### src/rtl/decode_pkg.sv
// Shared encodings for the RV32I decode stage: opcodes, control field
// values, and the control bundle that travels from ID to EX/MEM/WB.
package decode_pkg;

  localparam logic [6:0] OPC_LUI    = 7'b0110111;
  localparam logic [6:0] OPC_AUIPC  = 7'b0010111;
  localparam logic [6:0] OPC_JAL    = 7'b1101111;
  localparam logic [6:0] OPC_JALR   = 7'b1100111;
  localparam logic [6:0] OPC_BRANCH = 7'b1100011;
  localparam logic [6:0] OPC_LOAD   = 7'b0000011;
  localparam logic [6:0] OPC_STORE  = 7'b0100011;
  localparam logic [6:0] OPC_OPIMM  = 7'b0010011;
  localparam logic [6:0] OPC_OP     = 7'b0110011;

  localparam logic [6:0] F7_BASE   = 7'b0000000;
  localparam logic [6:0] F7_ALT    = 7'b0100000;
  localparam logic [6:0] F7_MULDIV = 7'b0000001;

  // Write-back kind: LW doubles as "full-word register write" for ALU results
  typedef enum logic [2:0] {NOREGWRITE = 3'd0, LW, LH, LB, LHU, LBU} regwrite_e;
  typedef enum logic [2:0] {NOBRANCH = 3'd0, BEQ, BNE, BLT, BGE, BLTU, BGEU} branch_e;
  typedef enum logic [3:0] {ALU_ADD = 4'd0, ALU_SUB, ALU_SLL, ALU_SLT, ALU_SLTU,
                            ALU_XOR, ALU_SRL, ALU_SRA, ALU_OR, ALU_AND} alu_e;
  typedef enum logic [2:0] {RTYPE = 3'd0, ITYPE, STYPE, BTYPE, UTYPE, JTYPE} imm_e;

  // Second ALU operand select; first operand is rs1 (0) or PC (1)
  localparam logic [1:0] SRC2_REG  = 2'b00;
  localparam logic [1:0] SRC2_FOUR = 2'b01;
  localparam logic [1:0] SRC2_IMM  = 2'b10;

  typedef struct packed {
    logic [4:0] rs1;
    logic [4:0] rs2;
    logic [4:0] rd;
    logic [2:0] imm_type;
    logic       jal;
    logic       jalr;
    logic       mem_to_reg;
    logic       load_npc;
    logic       alu_src1;
    logic [2:0] reg_write;
    logic [3:0] mem_write;
    logic [1:0] reg_read;
    logic [2:0] branch_type;
    logic [3:0] alu_ctrl;
    logic [1:0] alu_src2;
    logic       muldiv;
    logic [2:0] muldiv_op;
    logic       illegal;
  } ctrl_t;

  // ALU op from funct3; alt selects SUB/SRA and is ignored for other funct3
  function automatic logic [3:0] alu_op(input logic [2:0] f3, input logic alt);
    case (f3)
      3'b000:  alu_op = alt ? ALU_SUB : ALU_ADD;
      3'b001:  alu_op = ALU_SLL;
      3'b010:  alu_op = ALU_SLT;
      3'b011:  alu_op = ALU_SLTU;
      3'b100:  alu_op = ALU_XOR;
      3'b101:  alu_op = alt ? ALU_SRA : ALU_SRL;
      3'b110:  alu_op = ALU_OR;
      default: alu_op = ALU_AND;
    endcase
  endfunction

endpackage

### src/rtl/decode_comb.sv
// Combinational RV32I instruction decoder: instruction word -> control
// bundle plus illegal flag. RV32M_EN adds MUL..REMU decode on the OP opcode.
module decode_comb
  import decode_pkg::*;
(
  input  logic [31:0] instr_i,
  output ctrl_t       ctrl_o
);

  logic [6:0] opc;
  logic [6:0] f7;
  logic [2:0] f3;
  ctrl_t      dec;
  logic       bad;

  assign opc = instr_i[6:0];
  assign f3  = instr_i[14:12];
  assign f7  = instr_i[31:25];

  // Field decode for legal encodings; bad flags anything outside the ISA
  always_comb begin
    dec     = '0;
    bad     = 1'b0;
    dec.rs1 = instr_i[19:15];
    dec.rs2 = instr_i[24:20];
    dec.rd  = instr_i[11:7];
    case (opc)
      OPC_LUI: begin
        dec.imm_type  = UTYPE;
        dec.reg_write = LW;
        dec.alu_src2  = SRC2_IMM;
      end
      OPC_AUIPC: begin
        dec.imm_type  = UTYPE;
        dec.reg_write = LW;
        dec.alu_src1  = 1'b1;
        dec.alu_src2  = SRC2_IMM;
      end
      OPC_JAL: begin
        dec.imm_type  = JTYPE;
        dec.jal       = 1'b1;
        dec.load_npc  = 1'b1;
        dec.reg_write = LW;
        dec.alu_src1  = 1'b1;
        dec.alu_src2  = SRC2_IMM;
      end
      OPC_JALR: begin
        dec.imm_type  = ITYPE;
        dec.jalr      = 1'b1;
        dec.load_npc  = 1'b1;
        dec.reg_write = LW;
        dec.reg_read  = 2'b10;
        dec.alu_src2  = SRC2_IMM;
      end
      OPC_BRANCH: begin
        // ALU forms the target (PC + imm); comparison is carried by branch_type
        dec.imm_type = BTYPE;
        dec.reg_read = 2'b11;
        dec.alu_src1 = 1'b1;
        dec.alu_src2 = SRC2_IMM;
        case (f3)
          3'b000:  dec.branch_type = BEQ;
          3'b001:  dec.branch_type = BNE;
          3'b100:  dec.branch_type = BLT;
          3'b101:  dec.branch_type = BGE;
          3'b110:  dec.branch_type = BLTU;
          3'b111:  dec.branch_type = BGEU;
          default: bad = 1'b1;
        endcase
      end
      OPC_LOAD: begin
        dec.imm_type   = ITYPE;
        dec.reg_read   = 2'b10;
        dec.mem_to_reg = 1'b1;
        dec.alu_src2   = SRC2_IMM;
        case (f3)
          3'b000:  dec.reg_write = LB;
          3'b001:  dec.reg_write = LH;
          3'b010:  dec.reg_write = LW;
          3'b100:  dec.reg_write = LBU;
          3'b101:  dec.reg_write = LHU;
          default: bad = 1'b1;
        endcase
      end
      OPC_STORE: begin
        dec.imm_type = STYPE;
        dec.reg_read = 2'b11;
        dec.alu_src2 = SRC2_IMM;
        case (f3)
          3'b000:  dec.mem_write = 4'b0001;
          3'b001:  dec.mem_write = 4'b0011;
          3'b010:  dec.mem_write = 4'b1111;
          default: bad = 1'b1;
        endcase
      end
      OPC_OPIMM: begin
        dec.imm_type  = ITYPE;
        dec.reg_read  = 2'b10;
        dec.reg_write = LW;
        dec.alu_src2  = SRC2_IMM;
        // funct7 is immediate data except for the shift-by-shamt forms
        dec.alu_ctrl  = alu_op(f3, (f3 == 3'b101) && (f7 == F7_ALT));
        if ((f3 == 3'b001) && (f7 != F7_BASE)) bad = 1'b1;
        if ((f3 == 3'b101) && (f7 != F7_BASE) && (f7 != F7_ALT)) bad = 1'b1;
      end
      OPC_OP: begin
        dec.imm_type  = RTYPE;
        dec.reg_read  = 2'b11;
        dec.reg_write = LW;
        dec.alu_src2  = SRC2_REG;
        if (f7 == F7_BASE) begin
          dec.alu_ctrl = alu_op(f3, 1'b0);
        end else if ((f7 == F7_ALT) && ((f3 == 3'b000) || (f3 == 3'b101))) begin
          dec.alu_ctrl = alu_op(f3, 1'b1);
        end else if (f7 == F7_MULDIV) begin
`ifdef RV32M_EN
          dec.muldiv    = 1'b1;
          dec.muldiv_op = f3;
`else
          bad = 1'b1;
`endif
        end else begin
          bad = 1'b1;
        end
      end
      default: bad = 1'b1;
    endcase
  end

  // Illegal words carry only their raw register indices plus the flag
  always_comb begin
    ctrl_o = dec;
    if (bad) begin
      ctrl_o         = '0;
      ctrl_o.rs1     = dec.rs1;
      ctrl_o.rs2     = dec.rs2;
      ctrl_o.rd      = dec.rd;
      ctrl_o.illegal = 1'b1;
    end
  end

endmodule

### src/rtl/decode_pipe.sv
// Registered, flow-controlled ID stage. Decodes at the input, holds an
// output entry plus one skid entry so in_ready is a pure register, and
// counts accepted illegal instructions (saturating, survives flush).
// Optional macro RV32M_EN enables MUL..REMU decode inside decode_comb.
module decode_pipe
  import decode_pkg::*;
#(
  parameter int PC_W  = 32,
  parameter int CNT_W = 16
) (
  input  logic             clk,
  input  logic             rst_n,
  input  logic             in_valid,
  output logic             in_ready,
  input  logic [31:0]      in_instr,
  input  logic [PC_W-1:0]  in_pc,
  input  logic             flush,
  output logic             out_valid,
  input  logic             out_ready,
  output logic [PC_W-1:0]  out_pc,
  output logic [4:0]       out_rs1,
  output logic [4:0]       out_rs2,
  output logic [4:0]       out_rd,
  output logic [2:0]       out_imm_type,
  output logic             out_jal,
  output logic             out_jalr,
  output logic             out_mem_to_reg,
  output logic             out_load_npc,
  output logic             out_alu_src1,
  output logic [2:0]       out_reg_write,
  output logic [3:0]       out_mem_write,
  output logic [1:0]       out_reg_read,
  output logic [2:0]       out_branch_type,
  output logic [3:0]       out_alu_ctrl,
  output logic [1:0]       out_alu_src2,
  output logic             out_muldiv,
  output logic [2:0]       out_muldiv_op,
  output logic             out_illegal,
  output logic [CNT_W-1:0] illegal_cnt
);

  ctrl_t             dec;
  ctrl_t             o_q, o_d, s_q, s_d;
  logic [PC_W-1:0]   o_pc_q, o_pc_d, s_pc_q, s_pc_d;
  logic              o_vld_q, o_vld_d, s_vld_q, s_vld_d;
  logic              rdy_q, rdy_d;
  logic [CNT_W-1:0]  cnt_q, cnt_d;
  logic              accept, o_free;

  decode_comb u_dec (
    .instr_i (in_instr),
    .ctrl_o  (dec)
  );

  // A flushed cycle drops the offered instruction entirely
  assign accept = in_valid && rdy_q && !flush;
  assign o_free = !o_vld_q || out_ready;

  // O/S steering: skid drains into O first; in_ready is low whenever S holds
  // data, so an accept never coincides with a pending skid entry
  always_comb begin
    o_d     = o_q;
    o_pc_d  = o_pc_q;
    o_vld_d = o_vld_q;
    s_d     = s_q;
    s_pc_d  = s_pc_q;
    s_vld_d = s_vld_q;
    if (flush) begin
      o_vld_d = 1'b0;
      s_vld_d = 1'b0;
    end else if (o_free) begin
      if (s_vld_q) begin
        o_d     = s_q;
        o_pc_d  = s_pc_q;
        o_vld_d = 1'b1;
        s_vld_d = 1'b0;
      end else if (accept) begin
        o_d     = dec;
        o_pc_d  = in_pc;
        o_vld_d = 1'b1;
      end else begin
        o_vld_d = 1'b0;
      end
    end else if (accept) begin
      s_d     = dec;
      s_pc_d  = in_pc;
      s_vld_d = 1'b1;
    end
    rdy_d = !s_vld_d;
  end

  // Saturating illegal-instruction count over accepted words
  always_comb begin
    cnt_d = cnt_q;
    if (accept && dec.illegal && (cnt_q != {CNT_W{1'b1}}))
      cnt_d = cnt_q + CNT_W'(1);
  end

  // State registers; reset empties both entries and zeroes all fields
  always_ff @(posedge clk or negedge rst_n) begin
    if (!rst_n) begin
      o_q     <= '0;
      o_pc_q  <= '0;
      o_vld_q <= 1'b0;
      s_q     <= '0;
      s_pc_q  <= '0;
      s_vld_q <= 1'b0;
      rdy_q   <= 1'b1;
      cnt_q   <= '0;
    end else begin
      o_q     <= o_d;
      o_pc_q  <= o_pc_d;
      o_vld_q <= o_vld_d;
      s_q     <= s_d;
      s_pc_q  <= s_pc_d;
      s_vld_q <= s_vld_d;
      rdy_q   <= rdy_d;
      cnt_q   <= cnt_d;
    end
  end

  assign in_ready        = rdy_q;
  assign out_valid       = o_vld_q;
  assign out_pc          = o_pc_q;
  assign out_rs1         = o_q.rs1;
  assign out_rs2         = o_q.rs2;
  assign out_rd          = o_q.rd;
  assign out_imm_type    = o_q.imm_type;
  assign out_jal         = o_q.jal;
  assign out_jalr        = o_q.jalr;
  assign out_mem_to_reg  = o_q.mem_to_reg;
  assign out_load_npc    = o_q.load_npc;
  assign out_alu_src1    = o_q.alu_src1;
  assign out_reg_write   = o_q.reg_write;
  assign out_mem_write   = o_q.mem_write;
  assign out_reg_read    = o_q.reg_read;
  assign out_branch_type = o_q.branch_type;
  assign out_alu_ctrl    = o_q.alu_ctrl;
  assign out_alu_src2    = o_q.alu_src2;
  // Without RV32M_EN the decoder never sets these, so they stay 0
  assign out_muldiv      = o_q.muldiv;
  assign out_muldiv_op   = o_q.muldiv_op;
  assign out_illegal     = o_q.illegal;
  assign illegal_cnt     = cnt_q;

endmodule

### config.mk
export PLATFORM = sky130hd
export DESIGN_NAME = decode_pipe
export DESIGN_NICKNAME = d
export VERILOG_FILES = /design/src/rtl/decode_pkg.sv /design/src/rtl/decode_comb.sv /design/src/rtl/decode_pipe.sv
export SDC_FILE = /design/constraint.sdc
export NUM_CORES = 1
export LEC_CHECK = 0
export ABC_CLOCK_PERIOD_IN_PS = 1920
export CAP_MARGIN = 20
export CELL_PAD_IN_SITES_DETAIL_PLACEMENT = 1
export CELL_PAD_IN_SITES_GLOBAL_PLACEMENT = 2
export CORE_ASPECT_RATIO = 0.75
export CORE_MARGIN = 2
export CORE_UTILIZATION = 31
export DETAILED_ROUTE_END_ITERATION = 12
export PLACE_DENSITY_LB_ADDON = 0.1
export SLEW_MARGIN = 20
export SYNTH_ARGS = -nofsm -noshare
export SYNTH_HDL_FRONTEND = slang
export SYNTH_SLANG_ARGS = --single-unit
### constraint.sdc
create_clock -name clk -period 1.92 [get_ports clk]
set_input_delay 0.384 -clock clk [delete_from_list [all_inputs] [get_ports clk]]
set_output_delay 0.384 -clock clk [all_outputs]
set_load 0.01 [all_outputs]
==> impl_metrics.ini <==
[sta]
timing.final.ws_setup_ns = 0.0734
hold_viol = 0
layout_min_cycle_time_ns = 1.85
fin_skew_ns = 0.00883
setup_viol = 0
fmax_mhz = 542
fin_crit_sh_pct = 96.2
rsz0062_at_grt = no
whs_ns = 0.422
drv_slew = 0

[setup_path]
worstSetupStartpointType = flip-flop
cp_cell_sequence = buf_4, clkdlybuf4s50_1
crit_family = buffers and inverters
crit_arrival_ns = 1.46
crit_slowest_cell = clkdlybuf4s50_1
critPathKind = reg2out
critPathBufInv = 2
critical_path.max_stage_delay_ns = 0.54
path_max_fanout = 5
required_ns = 1.54
critical_path.endpoint_type = output pin

[min_path]
hold_path.class = in2async

[clock_tree]
htree_levels = 4
cts_tree = done
clock_sinks = 163
clock_latency_ns = 0.43
cts.path.max_buffers = 2
cts_inserted_buffers = 17
clk_pin_slew_ns = 0.07
root_buffer = clkbuf_16

[global_route]
globalRouteTotalUtil_pct = 19.1
grt_max_degree = 75
grt_pass1_wl_um = 37300
grt_pass1_vias = 6982
grt.overflow.total = 0
antenna_found_initial = 0

[routing]
totalWireLength_um = 23100
dr_wl_met3_um = 1000
wire_per_inst_um = 17.4
met1Wirelength_um = 11000
wl_met2_um = 10800
vias = 6464
final_antenna_net_count = 0
drc = 0
dr.pass1.iters = 6
drt_iter0_drc = 315
highest-signal-layer = met4
routed_via_density = 4.89

[floorplanning]
die_area_mm2 = 0.0252
die_width_um = 182
die_y_um = 138
core_mm2 = 0.0232
rows = 48
start_util_pct = 31.9
ios = 165

[final_layout]
n_antenna_cell = 0
fillerInstances = 2626
fin_nets = 1080
largest_reg_flops = 40
fin_util_pct = 46.3
regMostFlops = s_q
areaGrowthSynthToFinish_pct = 45.3
design_area_mm2 = 0.0108
drive_gt1_share_pct = 16.5

[synth]
yosys.area.top_type = dfrtp_1
synth_area_leaders = dfrtp_1, nand2_1, mux2i_1
synth_seq_area_share_pct = 55.1
syn-cell-area_mm2 = 0.00741
avgSynthCellArea_um2 = 9.44
yosys.area.top_type_share_pct = 54.7
syn_inst = 785
synth-edff-count = 0
yosysWarnings = 0
async_flop_share_pct = 100
synthFlopType = dfrtp_1
synth_cell_types = 55
synth-seq-cells = 163

[run_status]
outcome = complete, no violations

[job]
maxCapViolations = 0

[pwr]
power_leakage_nw = 4.79
vdd_drop_max_mv = 0.495
power_density_mw_per_mm2 = 882

[place]
place_worst_setup_slack_ns = -0.689
io_buffer_count = 159
dp_hpwl_um = 16300
gp_congestion = 0.830
place_area_mm2 = 0.00996
power by group:
part           internal (mW)  switching [mW]  leakage, nW  total [mW]
Clock                   1.83            1.49        0.271        3.32
Sequential              3.93           0.297         2.11        4.22
Combinational           1.02           0.924         2.41        1.94
kinds of logic after synthesis:
group                    count (synthesis)  share of synthesized area (%)
multiplexers                            51                           6.93
flip-flops                             163                           55.1
other                                    1                         0.0506
adder cells (fa/ha/maj)                  1                          0.169
AO/OA/AOI/OAI                          157                           12.5
AND/OR/NAND/NOR                        331                           19.5
buffers and inverters                   65                           3.90
XOR/XNOR                                16                           1.89
cell usage in the layout, fill, tap and decap left out, types with 10 or more instances in the layout:
cell and n:
clkbuf_16 17, mux2i_1 49, and3_1 15, dlygate4sd2_1 11, nand4_1 10, o21ai_0 80, buf_12 10, clkdlybuf4s50_1 145
nand2_1 233, xnor2_1 14, nor2_1 22, o31ai_1 13, buf_4 88, dfrtp_1 161, a21oi_1 32
cell type report:
cell class                      instances  area, µm²  area share, %
Sequential cell                       163       4080           37.9
Multi-Input combinational cell        561       3230           30.1
Timing Repair Buffer                  260       2480           23.0
Clock buffer                           18        439           4.08
Tap cell                              300        375           3.49
Clock inverter                         13        126           1.17
Inverter                                7       26.3          0.244
cell usage after synthesis, types with 2 or more instances:
cell and n:
xnor2_1 14, and2_1 2, buf_1 5, buf_2 6
nand2_1 238, nand3b_1 3, xor2_1 2, nand4_1 10
nand2b_1 5, o31ai_1 15, a31oi_1 2, nor2b_1 3
inv_1 7, buf_4 6, o32a_1 2, mux2i_1 49
a21boi_0 2, dfrtp_1 162, o21a_1 4, buf_6 2
nor2_1 23, clkbuf_1 39, o41ai_1 5, nor3_1 8
and3_1 15, nor4_1 6, nand3_1 9, mux2_2 2
o21ai_0 80, a21oi_1 34
metrics by stage:
step	instances	TNS, ns	power [mW]
floorplan	789	0	4.98
global placement	1281	-25.27	6.11
detailed placement	1281	-30.97	6.21
CTS	1322	0	9.61
global route	1322	0	10.0
finish	1322	0	9.49
worst paths after layout:
path                                start  slack, ns             end  cells after the start
min reg2reg                       s_q[15]       0.47         s_q[15]                      2
max                        illegal_cnt[5]       0.07  illegal_cnt[5]                      2
min in group clk                  s_q[15]       0.47         s_q[15]                      2
max reg2reg                      in_ready       0.12  illegal_cnt[4]                      8
min                                 rst_n       0.42  illegal_cnt[3]                      2
max in group asynchronous           rst_n       0.78         s_q[45]                      3
what timing repair did:
| action | 4_1_cts | 5_1_grt |
|---|---|---|
| resized for setup | 36 | 10 |
| buffers inserted | 9 | 0 |
| pin swaps | 14 | 6 |
| gates cloned | 0 | 0 |
| endpoints found under the hold margin | 33 | 0 |
| setup endpoints to repair | 41 | 11 |
| hold buffers | 1 | 0 |
routing by layer:
metal	up-vias	global-route usage, %
met5	-	0
met4	0	4.66
met3	14	4.88
met2	123	31.2
met1	3230	25.5
li1	3097	-
Power figures use the tool's default switching activity.
